`src/rtl/sa_array_seq.sv`:
```
// Tile sequencer for the systolic array: feed K steps, walk the context
// switch across columns, let it settle through the rows, then drain.
module sa_array_seq #(
    parameter int X = 3,
    parameter int Y = 3,
    parameter int PE_LAT = 3,
    parameter int K_W = 16,
    localparam int COL_W = (X > 1) ? $clog2(X) : 1
) (
    input  logic             i_clk,
    input  logic             i_rstn,
    input  logic             i_cmd_valid,
    output logic             o_cmd_ready,
    input  logic [K_W-1:0]   i_cmd_k,
    input  logic             i_cmd_clear,
    input  logic             i_abort,
    output logic             o_feed_req,
    input  logic             i_feed_valid,
    output logic             o_feed_zero,
    output logic             o_pipeline_en,
    output logic [X-1:0]     o_cswitch_arr,
    output logic             o_reg_clear,
    output logic             o_cscan_en,
    output logic             o_out_valid,
    input  logic             i_out_ready,
    output logic [COL_W-1:0] o_out_col,
    output logic             o_busy,
    output logic             o_done
);

    localparam int SETTLE_N = Y - 1 + PE_LAT;
    localparam int ST_LAST = (SETTLE_N > 0) ? SETTLE_N - 1 : 0;
    localparam int PH_MAX = (X > SETTLE_N) ? X : SETTLE_N;
    localparam int PH_W = $clog2(PH_MAX + 1);

    typedef enum logic [2:0] {
        S_IDLE,
        S_FEED,
        S_SWITCH,
        S_SETTLE,
        S_DRAIN
    } state_t;

    state_t           state_q, state_d;
    logic [K_W-1:0]   k_q;
    logic [K_W:0]     step_q;
    logic [PH_W-1:0]  ph_q;
    logic [COL_W-1:0] col_q;
    logic             done_q;

    logic accept, feed_last, sw_last, st_last, beat, beat_last;

    assign accept    = (state_q == S_IDLE) && i_cmd_valid && !i_abort;
    assign feed_last = (state_q == S_FEED) && i_feed_valid
                       && (step_q == {1'b0, k_q});
    assign sw_last   = (ph_q == PH_W'(X - 1));
    assign st_last   = (ph_q == PH_W'(ST_LAST));
    assign beat      = (state_q == S_DRAIN) && i_out_ready;
    assign beat_last = beat && (col_q == COL_W'(X - 1));

    always_comb begin
        state_d = state_q;
        unique case (state_q)
            S_IDLE:   if (accept) state_d = S_FEED;
            S_FEED:   if (feed_last) state_d = S_SWITCH;
            S_SWITCH: begin
                if (sw_last) begin
                    if (SETTLE_N == 0) state_d = S_DRAIN;
                    else state_d = S_SETTLE;
                end
            end
            S_SETTLE: if (st_last) state_d = S_DRAIN;
            S_DRAIN:  if (beat_last) state_d = S_IDLE;
            default:  state_d = S_IDLE;
        endcase
        if (i_abort) state_d = S_IDLE;
    end

    always_ff @(posedge i_clk or negedge i_rstn) begin
        if (!i_rstn) begin
            state_q <= S_IDLE;
        end else begin
            state_q <= state_d;
        end
    end

    // Counters restart whenever the phase changes, including on abort.
    always_ff @(posedge i_clk or negedge i_rstn) begin
        if (!i_rstn) begin
            k_q    <= '0;
            step_q <= '0;
            ph_q   <= '0;
            col_q  <= '0;
            done_q <= 1'b0;
        end else begin
            if (accept) k_q <= i_cmd_k;

            if (state_d != S_FEED) step_q <= '0;
            else if ((state_q == S_FEED) && i_feed_valid)
                step_q <= step_q + 1'b1;

            if (state_d != state_q) ph_q <= '0;
            else if ((state_q == S_SWITCH) || (state_q == S_SETTLE))
                ph_q <= ph_q + 1'b1;

            if (state_d != S_DRAIN) col_q <= '0;
            else if (beat) col_q <= col_q + 1'b1;

            done_q <= beat_last && !i_abort;
        end
    end

    always_comb begin
        o_cswitch_arr = '0;
        if (state_q == S_SWITCH) begin
            for (int i = 0; i < X; i++)
                o_cswitch_arr[i] = (ph_q == PH_W'(i));
        end
    end

    assign o_cmd_ready   = (state_q == S_IDLE) && !i_abort;
    assign o_reg_clear   = accept && i_cmd_clear;
    assign o_feed_req    = (state_q == S_FEED);
    assign o_feed_zero   = (state_q == S_SWITCH) || (state_q == S_SETTLE);
    assign o_pipeline_en = (state_q == S_FEED) ? i_feed_valid : o_feed_zero;
    assign o_out_valid   = (state_q == S_DRAIN);
    assign o_cscan_en    = beat;
    assign o_out_col     = col_q;
    assign o_busy        = (state_q != S_IDLE);
    assign o_done        = done_q;

endmodule

```
`config.mk`:
```
export PLATFORM = sky130hd
export DESIGN_NAME = sa_array_seq
export DESIGN_NICKNAME = d
export VERILOG_FILES = /design/src/rtl/sa_array_seq.sv
export SDC_FILE = /design/constraint.sdc
export NUM_CORES = 1
export LEC_CHECK = 0
export CAP_MARGIN = 5
export CELL_PAD_IN_SITES_DETAIL_PLACEMENT = 2
export CELL_PAD_IN_SITES_GLOBAL_PLACEMENT = 2
export CORE_MARGIN = 2
export CORE_UTILIZATION = 30
export CTS_CLUSTER_DIAMETER = 120
export DETAILED_ROUTE_END_ITERATION = 8
export PLACE_DENSITY_LB_ADDON = 0.1
export SETUP_SLACK_MARGIN = 0.2
export SLEW_MARGIN = 0
export SYNTH_ARGS = -nofsm -noshare
export SYNTH_HDL_FRONTEND = slang
export SYNTH_SLANG_ARGS = --single-unit
export TNS_END_PERCENT = 5
```
`constraint.sdc`:
```
create_clock -name i_clk -period 2.2 [get_ports i_clk]
set_clock_uncertainty 0.1 [all_clocks]
set_input_delay 0.44 -clock i_clk [delete_from_list [all_inputs] [get_ports i_clk]]
set_output_delay 0.44 -clock i_clk [all_outputs]
set_load 0.005 [all_outputs]
```
==> impl_metrics.toml <==
[run_status]
status = "finished, final reports clean"

[sta]
slew_viol_final = 0
rsz0062_at_grt = "true"
fin_crit_sh = 0.993
hold_slack_ns = 0.103
relSlewSlack = 0.638
clock.fmax_mhz = 458
period_needed_ns = 2.18
worstMarginPinSlew_ns = 0.543
setup_viol = 0
timing_hold_violations_final = 0

[global_route]
first_global_vias = 1977
grt_antenna_before_repair = 0
overflow = 0
grt_pass1_wl_mm = 9.61
grtUsageTotal = 0.150
grt_start_max_net_pins = 43

[yosys]
yosys.area.top_type = "dfrtp_1"
synth_area_leaders = "dfrtp_1 (47%), xor2_1 (8.2%), mux2_2 (8.0%)"
synth_edf_count = 0
ys_types = 35
syn_inst = 216
syn_area_um2 = 2250
ys_seq_elements = 42
yosysMostFrequentCell = "dfrtp_1"
synth_flop_cell = "dfrtp_1"
ys_seq_area_frac = 0.468
mappedNetlistNets = 245
synth_area_per_cell_um2 = 10.4
async_reset_ff_frac = 1.00
synth.top_cell.area_share = 0.468
yosysWarnings = 0
synth_common_cells = "dfrtp_1 (42), nor2_1 (32), xor2_1 (21), mux2_2 (16), xnor2_1 (14)"

[drt]
dr.pass1.iters = 3
drt.antenna.violating_nets = 0
via_per_inst = 4.69
wl_per_cell_um = 14.9
first_iter_violations = 39
wirelength_mm = 5.64
drc = 0
vias = 1772

[die]
coreArea_um2 = 7250
die_w_um = 90.5
start_util = 0.310
dieArea_um2 = 8200
die_y_um = 90.5
top_level_ports = 37
rows = 31

[setup_path]
worst_setup_path_end_kind = "flip-flop"
critPathRequiredTime_ns = 2.30
setup.worst_path.start_class = "flip-flop"
rr_worst_depth = 7
arrival_ns = 2.28
critPathMaxFanout = 4
path_class = "flip-flop to flip-flop"

[pwr]
leakage_uw = 0.00134
irDropWorstVdd_v = 0.000223
powerDensity_nw_per_um2 = 534

[clock_tree]
cts_root_buffer = "clkbuf_8"
hold_buffers = 0
cts_buffer_depth = 2
cts.clk_slew.worst_paths_ns = 0.08
cts_sinks = 42
clkLatencyLatePin_ns = 0.29
h-tree-depth = 2
cts_made_buffers = 5
cts_tree = "yes"

[job]
max_cap_violations = 0

[hold_path]
min_path_type = "primary input to async pin"

[layout]
fin_nets = 307
antenna_cells = 0
drive_gt1_frac = 0.287
area_delta_synth_final_pct = 37.5
instances_no_fill = 378

[placed_design]
dp.cells = 363
hpwl_mm = 4.33
port_buffers = 36
place.gp.congestion = 0.776
==> power by group <==
group,internal (µW),leakage [µW],switching (µW)
clock,253,0.0000482,264
sequential,832,0.000549,42.6
combinational,153,0.000746,105
total,1240,0.00134,411
==> final cells by class <==
class,instances,area (µm²)
multi-input combinational,160,1200
sequential,42,1050
tap,99,124
fill,769,4160
clock buffer,7,86.3
timing repair buffer,62,594
inverter,7,28.8
clock inverter,1,5.00
==> critical path: stages (launching register included) <==
cell and delay (ns):
dfrtp_1 0.43, buf_6 0.13, buf_6 0.10, and4bb_2 0.33
nand4_1 0.09, or4_4 0.45, or2_1 0.25, a221oi_2 0.21
==> stage by stage <==
stage           util  cell area (µm²)  setup WS [ns]  setup TNS (ns)  power (µW)
2_1_floorplan      -             2250          0.251               0        1020
3_3_place_gp   0.393             2850         -0.187           -4.00        1140
3_5_place_dp   0.393             2850         -0.217           -4.56        1150
4_1_cts        0.422             3060        -0.0290          -0.241        1690
5_1_grt        0.426             3090         -0.112           -1.44        1760
6_report       0.426             3090         0.0163               0        1650
==> sequential cells by signal, indices dropped and copies added (netlist names) <==
name,flops
k_q,16
ph_q,3
o_done,1
state_q,3
o_out_col,2
step_q,17
==> per-layer routing <==
layer / vias to the layer above / wire (µm) / global-route usage
met1: 889 / 2230 / 0.159
met5: - / 0 / 0
li1: 850 / - / -
met3: 5 / 171 / 0.0392
met4: 0 / 70 / 0.0385
met2: 28 / 3170 / 0.292
==> layout by cell type (no fill, tap or decap), types with 5 or more instances in the layout <==
cell | Yosys | layout
ha_1 | 6 | 6
clkbuf_8 | 0 | 6
buf_6 | 2 | 9
xnor2_1 | 14 | 14
mux2_2 | 16 | 16
xor2_1 | 21 | 21
nand3_1 | 6 | 5
nand2_1 | 9 | 9
inv_1 | 6 | 6
a21oi_1 | 11 | 11
dfrtp_1 | 42 | 41
clkdlybuf4s50_1 | 0 | 24
nor2_1 | 32 | 29
buf_4 | 0 | 18
nand4_1 | 7 | 7
==> path summary, 6_finish.rpt <==
kind,startpoint,endpoint,slack (ns)
min,i_rstn,k_q[10]$_DFFE_PN0P_,0.10
min in group i_clk,k_q[12]$_DFFE_PN0P_,k_q[12]$_DFFE_PN0P_,0.43
max,state_q[2]$_DFF_PN0_,state_q[1]$_DFF_PN0_,0.02
max in group asynchronous,i_rstn,state_q[1]$_DFF_PN0_,1.49
min reg2reg,k_q[12]$_DFFE_PN0P_,k_q[12]$_DFFE_PN0P_,0.43
max reg2reg,state_q[2]$_DFF_PN0_,state_q[1]$_DFF_PN0_,0.02
==> cell families after synthesis <==
logic type                 synth area share
DFF                                   0.468
and+or+nand+nor                       0.192
xor gates and xnor gates              0.136
buffers and inverters                0.0312
AOI/OAI and AO/OA                    0.0551
muxes                                0.0846
adders and majority gates            0.0334
==> repair_timing <==
action / in CTS / in global routing
buffers inserted: 7 / 0
pin swaps: 13 / 9
endpoints found under the setup margin: 33 / 32
resized for setup: 51 / 11
(Power assumes the default switching activity.)
